**config.mk**
```make
export PLATFORM = sky130hd
export DESIGN_NAME = hazard_unit
export DESIGN_NICKNAME = d
export VERILOG_FILES = /design/src/rtl/hazard_unit.sv
export SDC_FILE = /design/constraint.sdc
export NUM_CORES = 1
export LEC_CHECK = 0
export ABC_AREA = 1
export CAP_MARGIN = 20
export CORE_ASPECT_RATIO = 1.4
export CORE_MARGIN = 5
export CORE_UTILIZATION = 37
export DETAILED_ROUTE_END_ITERATION = 10
export GPL_ROUTABILITY_DRIVEN = 0
export PLACE_DENSITY = 0.76
export SYNTH_ARGS = -nofsm -noshare
export SYNTH_HDL_FRONTEND = slang
export SYNTH_SLANG_ARGS = --single-unit
```
**constraint.sdc**
```tcl
create_clock -name clk -period 1.7 [get_ports clk]
set_clock_uncertainty 0.15 [all_clocks]
set_input_delay 0.17 -clock clk [delete_from_list [all_inputs] [get_ports clk]]
set_output_delay 0.17 -clock clk [all_outputs]
set_load 0.1 [all_outputs]
```
**src/rtl/hazard_unit.sv**
```systemverilog
// Hazard unit for the five-stage ARM pipeline: operand forwarding, load-use and
// PC-write stalls, branch flushes, a two-phase long-multiply sequencer and a stall counter.
module hazard_unit #(
  parameter int CNT_W = 16
) (
  input  logic             clk,
  input  logic             reset,
  input  logic [3:0]       RA1D,
  input  logic [3:0]       RA2D,
  input  logic [3:0]       RA1E,
  input  logic [3:0]       RA2E,
  input  logic [3:0]       WA3E,
  input  logic [3:0]       WA3M,
  input  logic [3:0]       WA3W,
  input  logic             RegWriteM,
  input  logic             RegWriteW,
  input  logic             MemToRegE,
  input  logic             PCSrcD,
  input  logic             PCSrcE,
  input  logic             PCSrcM,
  input  logic             PCSrcW,
  input  logic             BranchTakenE,
  input  logic             LongE,
  output logic [1:0]       ForwardAE,
  output logic [1:0]       ForwardBE,
  output logic             StallF,
  output logic             StallD,
  output logic             StallE,
  output logic             FlushD,
  output logic             FlushE,
  output logic             LongHiE,
  output logic [CNT_W-1:0] StallCount
);

  typedef enum logic {
    IDLE = 1'b0,
    HI   = 1'b1
  } state_t;

  state_t           r_state;
  state_t           w_state_next;
  logic             w_long_stall;
  logic             w_ldr_stall;
  logic             w_pc_wr_pending;
  logic [CNT_W-1:0] r_stall_count;

  // Memory-stage result is newer than Writeback, so it is checked first.
  always_comb begin
    ForwardAE = 2'b00;
    ForwardBE = 2'b00;
    if (RegWriteM && (RA1E == WA3M))
      ForwardAE = 2'b10;
    else if (RegWriteW && (RA1E == WA3W))
      ForwardAE = 2'b01;
    if (RegWriteM && (RA2E == WA3M))
      ForwardBE = 2'b10;
    else if (RegWriteW && (RA2E == WA3W))
      ForwardBE = 2'b01;
  end

  assign w_ldr_stall     = MemToRegE & ((RA1D == WA3E) | (RA2D == WA3E));
  assign w_pc_wr_pending = PCSrcD | PCSrcE | PCSrcM;

  always_ff @(posedge clk) begin
    if (reset)
      r_state <= IDLE;
    else
      r_state <= w_state_next;
  end

  // HI always lasts one cycle and ignores LongE, so each long multiply gets its own pair.
  always_comb begin
    w_state_next = r_state;
    w_long_stall = 1'b0;
    LongHiE      = 1'b0;
    case (r_state)
      IDLE: begin
        if (LongE) begin
          w_long_stall = 1'b1;
          w_state_next = HI;
        end
      end
      HI: begin
        LongHiE      = 1'b1;
        w_state_next = IDLE;
      end
      default: w_state_next = IDLE;
    endcase
  end

  assign StallF = w_ldr_stall | w_pc_wr_pending | w_long_stall;
  assign StallD = w_ldr_stall | w_long_stall;
  assign StallE = w_long_stall;
  assign FlushD = w_pc_wr_pending | PCSrcW | BranchTakenE;
  // A stalled Execute register must keep its instruction, so stall overrides flush.
  assign FlushE = (w_ldr_stall | BranchTakenE) & ~w_long_stall;

  always_ff @(posedge clk) begin
    if (reset)
      r_stall_count <= '0;
    else if (StallF && (r_stall_count != {CNT_W{1'b1}}))
      r_stall_count <= r_stall_count + 1'b1;
  end

  assign StallCount = r_stall_count;

endmodule

```
After elaboration in Yosys (flattened, before gate mapping) --
Index checks and enable logic that the tools add are counted.
Operators by class: reduce and logical (&&, ||, !) cells 5, add/sub/neg operators 1, equality and inequality tests 7, bitwise operators 13, muxes and demuxes 8
Operators by type and width (number):
- $eq 4x4->1 | 6
- $add 16x1->16 const B | 1
- $ne 16x16->1 const B | 1
- $or 1x1->1 | 9
- $logic_and 1x1->1 | 5
- $mux 1 | 5
- $mux 2 | 2
- $and 1x1->1 | 2
- $not 1->1 | 2
- $pmux 1 s2 | 1
Word-level totals: register bits after elaboration 17, output and inout bits 26, word-level logic and storage cells 36

Depth between registers and ports, before layout --
Gate-level depths: netlist of run 1.
word-level depth 6, gate-level depth with buffers 12, depth with buffers taken out 12

Worst setup path after synthesis of run 1 --
OpenSTA, ideal clock, no wires.
path type register to output, from reg r_state, to out FlushE, buffers on the path 0, data arrival time 3.316 ns, cell stages (with the launch flop) 3, path slack -1.936 ns, cell sequence dfxtp_1 > nor2_1 > a21oi_1
On the way: longest elaborated chain between the ends 3
Ends and longest elaborated chain:
- start, declared | RTL line 40 | state_t r_state;
- start signal, assigned | RTL line 68 | r_state <= w_state_next;
- $mux 1 | RTL line 76 | case (r_state)
- named net StallE | RTL line 28 | output logic StallE,
- $not 1->1 | RTL line 96 | assign FlushE = (w_ldr_stall | BranchTakenE) & ~w_long_stall;
- $and 1x1->1 | RTL line 96
- end, declared | RTL line 30 | output logic FlushE,
The timed path passes the listed nets, and every way through them passes these cells.

Worst setup path in the final report of run 1 --
from reg r_stall_count[0] (netlist: StallCount[0]), to reg r_stall_count[10] (netlist: StallCount[10])
On the way: longest elaborated chain between the ends 2
Ends and longest elaborated chain:
- start, declared | RTL line 45 | logic [CNT_W-1:0] r_stall_count;
- start signal, assigned | RTL line 102 | r_stall_count <= r_stall_count + 1'b1;
- branches (longest 2 deep; another with $add 16x1->16)
Parallel ways; which one is timed is not known. A chain may end at the register's enable or synchronous reset.

==> results of run 1 <==
[through the flow]
stage	hold slack [ps]	cells
2_1_floorplan	82.7	247
3_3_place_gp	330	377
3_5_place_dp	347	377
4_1_cts	313	384
5_1_grt	324	389
6_report	308	389
[final cells by class]
class	instances	share of cell area
timing repair buffer	100	0.387
multi-input combinational	179	0.388
inverter	47	0.0626
clock buffer	4	0.0151
tap	42	0.0176
sequential	17	0.130
[worst paths after layout]
kind,startpoint,end,cells past startpoint
worst max-delay path,StallCount[0]$_SDFFE_PP0P_,StallCount[10]$_SDFFE_PP0P_,10
worst min register to register,StallCount[8]$_SDFFE_PP0P_,StallCount[8]$_SDFFE_PP0P_,2
worst max register to register,StallCount[0]$_SDFFE_PP0P_,StallCount[10]$_SDFFE_PP0P_,10
worst min-delay path,reset,r_state$_SDFF_PP0_,2
[flip-flops by register name, summed over array words and instances (netlist names)]
register    cells
StallCount     16
r_state         1
[timing repair]
item / CTS / global route
pin swaps: 13 / 24
endpoints found under the setup margin: 14 / 21
resized for setup: 37 / 37
buffers inserted: 3 / 4
gates cloned: 0 / 1
[report_power, final]
part | internal (mW) | leakage [nW] | switching (mW) | total, mW
clock network | 0.167 | 0.0228 | 0.154 | 0.321
logic | 0.225 | 1.20 | 0.297 | 0.523
registers | 0.397 | 0.149 | 0.0137 | 0.411
total | 0.789 | 1.38 | 0.466 | 1.26
[Yosys cell counts]
library cell and n:
buf_2 4, nand2_1 68, o21ai_0 4, a211oi_1 1
nor2_2 1, nand3_4 1, o2111ai_1 2, a31oi_1 1
o22ai_1 4, inv_2 3, nor3_1 4, ha_1 1
nor2_4 2, nand3b_1 2, o221ai_1 1, buf_6 1
xnor2_1 2, nand3_2 2, nand3_1 20, nor2_1 39
dfxtp_1 17, xor2_1 2, nand2_2 2, inv_1 44
a21oi_1 19
[cells by family after synthesis]
group / Yosys count
buffers and inverters: 52
adder cells (fa/ha/maj): 1
AO/OA/AOI/OAI: 32
XOR/XNOR: 4
AND/OR/NAND/NOR: 141
flip-flops: 17
[layer usage]
metal  global-route usage  part of all wire  vias up
met3               0.0622              0.10        5
met1                0.190              0.33      882
li1                     -                 -      972
met2                0.348              0.56       80
met5                    0                 0        -
met4               0.0701             0.014        0
==> metrics.md, run 1 <==
| Metric | Value |
|---|---|
| Layout Utilization | 0.818 |
| #FFs+latches synth | 17 |
| Clock Tree Root | clkbuf_8 |
| First-pass GRT wire length | 7.41 mm |
| Register area share after synthesis | 0.245 |
| Largest stage delay, worst path | between 300 and 400 ps |
| Initial Util | 0.382 |
| Top delay family on crit path | simple AND/OR/NAND/NOR gates |
| Largest family of logic cells by synthesized area | simple AND/OR/NAND/NOR gates |
| YS warnings | 0 |
| Mux cell area share after synthesis | 0 |
| Synth area leader | dfxtp_1 |
| Top-area cell type share of the netlist area | 0.245 |
| Initial antenna violation count | 0 |
| Leakage power | 1.38 nW |
| CTS tree | yes |
| Type of the most critical hold path | in2reg |
| Post-DP HPWL | around 3.7 mm |
| Status | finished, violations left |
| Clk sinks | 17 |
| Synthesized netlist cell count | roughly 250 |
| Max VDD drop | about 0.39 mV |
| Final ANT Viol Nets | 0 |
| Grt ovf | 0 |
| Drt via density | approximately 5 |
| Crit Path Class | reg2reg |
| Final Hold Fails | 0 |
| Pre-CTS WS | -345 ps |
| Worst slew pin tran | around 330 ps |
| Synth Area in XOR/XNOR | 0.0252 |
| Routed wire length per instance | 12.8 um |
| Clk Latency, worst-skew pair | approximately 260 ps |
| CTS buffer count | 3 |
| CP Capture Type | flop |
| Final Power | around 1.3 mW |
| Clock-pin transition on the worst setup and hold timing paths | approximately 70 ps |
| First DRT Iteration DRCs | about 120 |
| Failing checks | setup timing |
| Core area | 3640 um2 |
| RSZ-0062 raised after global routing | yes |
| Diode count | 0 |
| Count of hold buffers inserted by post-cts repair | 0 |
| Compound-Gate Fraction of Synth Area | 0.129 |
| DR DRC count | 0 |
| Routed via count | 1939 |
| WP buf/inv | 2 |
| Crit path DAT | between 1500 and 2000 ps |
| Post-Synth Simple-Gate Area | 0.442 |
| First drt pass iteration count | 4 |
| Tcrit/Tclk final | 1.01 |
| Commonest non-fill, non-tap cells in the layout | 58 x nand2_1, 36 x inv_1, 33 x buf_4, 29 x nor2_1, 27 x buf_12 |
| Cell chain of the critical path | ha_4, nand2_2, inv_2, nand2_4, nor2_4, nand3_4, nand2_2, inv_1, a21oi_2, nor2_1 |
| Post-synthesis adder-cell area fraction | 0.00899 |
| # rows | 26 |
| Yosys cell types | 25 |
| Max H-tree Level | 1 |
| Net Count, Synth | 287 |
| GRT Overall Usage | 0.189 |
| Die width | roughly 62 um |
| Top Ports | 65 |
| Largest fanout on the critical path | 6 |
| CP Launch Type | flop |
| Area grow syn2layout | 114% |
| Final WS setup | -25.1 ps |
| Seq. cell area | 387 um2 |
| Nets | a little under 400 |
| Setup TNS | -25.1 ps |
| MaxCap Viol Count | 0 |
| Power Dens Cells | about 420 nW/um2 |
| Fill count | about 230 |
| Die height | 82.6 um |
| Fin crit period | approximately 1700 ps |
| # setup viols final | 1 |
| Avg Inst Size Synth | 5.63 um2 |
| Share of layout cells above drive strength 1 | 0.452 |
| Fmax | about 580 MHz |
| R2R Setup Slk | -30 ps |
| Dpl cell area | about 2800 um2 |
| I/O Buffers | between 60 and 70 |
| Most common cell after layout, fill and taps aside | nand2_1 |
| Mapped Area | 1390 um2 |
| CTS max path bufs | 2 |
| Area occupied by multi-input gates | around 1200 um2 |
| Vias in the first global route | between 1500 and 2000 |
| Die Area | just over 5000 um2 |
| Largest net degree at the start of global routing | 17 |
| Synth top area cells | dfxtp_1 24%, nand2_1 18%, inv_1 12% |
| Routed WL | 4.98 mm |
| CP required | 1710 ps |
| Max stage delay cell, worst path | dfxtp_4 |
| Worst slew margin | 0.778 |
| Slew Viols, Final | 0 |
| Most Frequent Cell on Critical Path | nand2_2 |
| Fin area | between 2000 and 3000 um2 |
(Power assumes the default switching activity.)
==> run 2, diff against run 1 <==
--- a/config.mk
+++ b/config.mk
@@ -6,13 +6,16 @@
 export NUM_CORES = 1
 export LEC_CHECK = 0
 export ABC_AREA = 1
+export ABC_CLOCK_PERIOD_IN_PS = 1700
 export CAP_MARGIN = 20
+export CELL_PAD_IN_SITES_DETAIL_PLACEMENT = 1
+export CELL_PAD_IN_SITES_GLOBAL_PLACEMENT = 1
 export CORE_ASPECT_RATIO = 1.4
 export CORE_MARGIN = 5
-export CORE_UTILIZATION = 37
+export CORE_UTILIZATION = 24
 export DETAILED_ROUTE_END_ITERATION = 10
 export GPL_ROUTABILITY_DRIVEN = 0
-export PLACE_DENSITY = 0.76
+export PLACE_DENSITY_LB_ADDON = 0.1
 export SYNTH_ARGS = -nofsm -noshare
 export SYNTH_HDL_FRONTEND = slang
 export SYNTH_SLANG_ARGS = --single-unit
==> run 2 against run 1 <==
Net effect:
- the flow now finishes without violations
- fmax up 4.1%
- first-iteration DRC count down 72%
- worst hold slack worse by 6.9 ps
- flip-flop and latch count unchanged
- register-to-register slack better by 70 ps
- sequential share of layout area down 0.15 points
- combinational power up 2%
- critical path depth unchanged
- largest cell class is now buffers
- largest power group unchanged
- highest routed layer unchanged
==> metrics.md, run 2 (synthesis results as in run 1) <==
| Metric | Value |
|---|---|
| Count of hold buffers inserted by post-cts repair | 0 (unchanged) |
| Cell chain of the critical path | ha_4, nand2_2, inv_2, nand2_4, nor2_4, nand3_4, nand2_4, nor2_2, a21oi_1, nor2_1 (was ha_4, nand2_2, inv_2, nand2_4, nor2_4, nand3_4, nand2_2, inv_1, a21oi_2, nor2_1) |
| CTS tree | yes (unchanged) |
| Leakage power | 1.38 nW (about the same) |
| Worst slew margin | 0.830 (was 0.778) |
| First drt pass iteration count | 2 (was 4) |
| CP Launch Type | flop (unchanged) |
| Non-filler cells in the finished layout | 420 (was 389) |
| Type of the most critical hold path | in2reg (unchanged) |
| Setup TNS | 0 ps (was -25.1 ps) |
| GRT Overall Usage | 0.142 (was 0.189) |
| First DRT Iteration DRCs | 35 (was 123) |
| CP required | 1710 ps (about the same) |
| Clk sinks | 17 (unchanged) |
| Routed WL | 5.22 mm (was 4.98 mm) |
| Routed via count | 1940 (was 1939) |
| Max VDD drop | 0.231 mV (was 0.385 mV) |
| Largest stage delay, worst path | 380 ps (was 370 ps) |
| # rows | 32 (was 26) |
| Post-DP HPWL | 4.20 mm (was 3.71 mm) |
| Area grow syn2layout | 117% (was 114%) |
| Worst slew pin tran | 253 ps (was 333 ps) |
| Die Area | 7440 um2 (was 5100 um2) |
| Routed wire length per instance | 12.4 um (was 12.8 um) |
| Diode count | 0 (unchanged) |
| Power Dens Cells | 421 nW/um2 (about the same) |
| Die height | 100 um (was 82.6 um) |
| Max stage delay cell, worst path | dfxtp_4 (unchanged) |
| Tcrit/Tclk final | 0.975 (was 1.01) |
| Fin crit period | 1660 ps (was 1730 ps) |
| Grt ovf | 0 (unchanged) |
| MaxCap Viol Count | 0 (unchanged) |
| Slew Viols, Final | 0 (unchanged) |
| Fmax | 603 MHz (was 580 MHz) |
| Top delay family on crit path | simple AND/OR/NAND/NOR gates (unchanged) |
| Final Hold Fails | 0 (unchanged) |
| CP Capture Type | flop (unchanged) |
| Share of layout cells above drive strength 1 | 0.494 (was 0.452) |
| CTS max path bufs | 2 (unchanged) |
| Top Ports | 65 (unchanged) |
| CTS buffer count | 3 (unchanged) |
| Clock-pin transition on the worst setup and hold timing paths | 80 ps (was 70 ps) |
| WP buf/inv | 1 (was 2) |
| Fill count | 687 (was 234) |
| Largest net degree at the start of global routing | 13 (was 17) |
| Status | finished clean (was finished, violations left) |
| Clk Latency, worst-skew pair | 260 ps (about the same) |
| Initial Util | 0.250 (was 0.382) |
| Commonest non-fill, non-tap cells in the layout | 58 x nand2_1, 38 x buf_4, 33 x inv_1, 31 x nor2_1, 27 x buf_12 (was 58 x nand2_1, 36 x inv_1, 33 x buf_4, 29 x nor2_1, 27 x buf_12) |
| Nets | 393 (was 388) |
| Die width | 74.4 um (was 61.8 um) |
| Largest fanout on the critical path | 6 (unchanged) |
| DR DRC count | 0 (unchanged) |
| Initial antenna violation count | 0 (unchanged) |
| Most common cell after layout, fill and taps aside | nand2_1 (unchanged) |
| I/O Buffers | 64 (unchanged) |
| Max H-tree Level | 1 (unchanged) |
| Vias in the first global route | 1988 (was 1770) |
| Most Frequent Cell on Critical Path | nand2_4 (was nand2_2) |
| Placed cell count | 407 (was 377) |
| # setup viols final | 0 (was 1) |
| Drt via density | 4.62 (was 4.98) |
| Core area | 5570 um2 (was 3640 um2) |
| First-pass GRT wire length | 8.42 mm (was 7.41 mm) |
| Crit Path Class | reg2reg (unchanged) |
| RSZ-0062 raised after global routing | yes (unchanged) |
| Crit path DAT | 1670 ps (was 1730 ps) |
| Clock Tree Root | clkbuf_8 (unchanged) |
| Final ANT Viol Nets | 0 (unchanged) |
| Max reg flops | 16 (unchanged) |
[run 2: final timing paths]
path / startpoint / to / slack [ps] / cells past startpoint
worst max-delay path: StallCount[0]$_SDFFE_PP0P_ / StallCount[13]$_SDFFE_PP0P_ / 40 / 10
worst min-delay path: reset / r_state$_SDFF_PP0_ / 300 / 2
worst max register to register: StallCount[0]$_SDFFE_PP0P_ / StallCount[13]$_SDFFE_PP0P_ / 40 / 10
worst min register to register: StallCount[8]$_SDFFE_PP0P_ / StallCount[8]$_SDFFE_PP0P_ / 370 / 2
[run 2: final cells by class]
class	instances	area, um2	share of cell area
multi-input cells	179	1150	0.382
well taps	68	85.1	0.0282
repair buffers	105	1160	0.385
flip-flops and latches	17	387	0.128
inverters	47	186	0.0618
clock buffers	4	45.0	0.0149
[run 2: what timing repair did]
item / 4_1_cts / 5_1_grt
gates resized for setup: 42 / 55
pin swaps: 15 / 43
buffers inserted: 1 / 7
endpoints found under the setup margin: 7 / 20
gates cloned: 0 / 1
[run 2: per-stage QoR]
| step | setup slack [ps] | instance area (um2) | power [mW] | hold slack, ps | util |
|---|---|---|---|---|---|
| 3_3_place_gp | -260 | 2840 | 0.949 | 342 | 0.511 |
| 4_1_cts | 6.92 | 2890 | 1.28 | 310 | 0.519 |
| 5_1_grt | -49.8 | 3020 | 1.34 | 313 | 0.542 |
| 6_report | 42.3 | 3020 | 1.27 | 301 | 0.542 |
| 3_5_place_dp | -276 | 2840 | 0.955 | 353 | 0.511 |
| 2_1_floorplan | -397 | 1660 | 0.699 | 82.7 | - |
[run 2: worst register-to-register path, cell delays in order, from the launching register on]
cell	delay, ps
dfxtp_4	380
ha_4	140
nand2_2	50
inv_2	70
nand2_4	60
nor2_4	170
nand3_4	190
nand2_4	140
nor2_2	50
a21oi_1	120
nor2_1	60
[run 2: power breakdown]
part / total [mW] / internal (mW) / switching (mW) / leakage [nW]
clock network: 0.325 / 0.167 / 0.158 / 0.0228
registers: 0.412 / 0.397 / 0.0146 / 0.149
logic: 0.533 / 0.233 / 0.300 / 1.21
total: 1.27 / 0.798 / 0.472 / 1.38
[run 2: routing by layer]
metal  track usage  wire length, um  up-vias
met4        0.0493              104        0
met2         0.268             2870       49
met1         0.142             1850      903
met5             0                0        -
li1              -                -      980
met3        0.0411              393        8
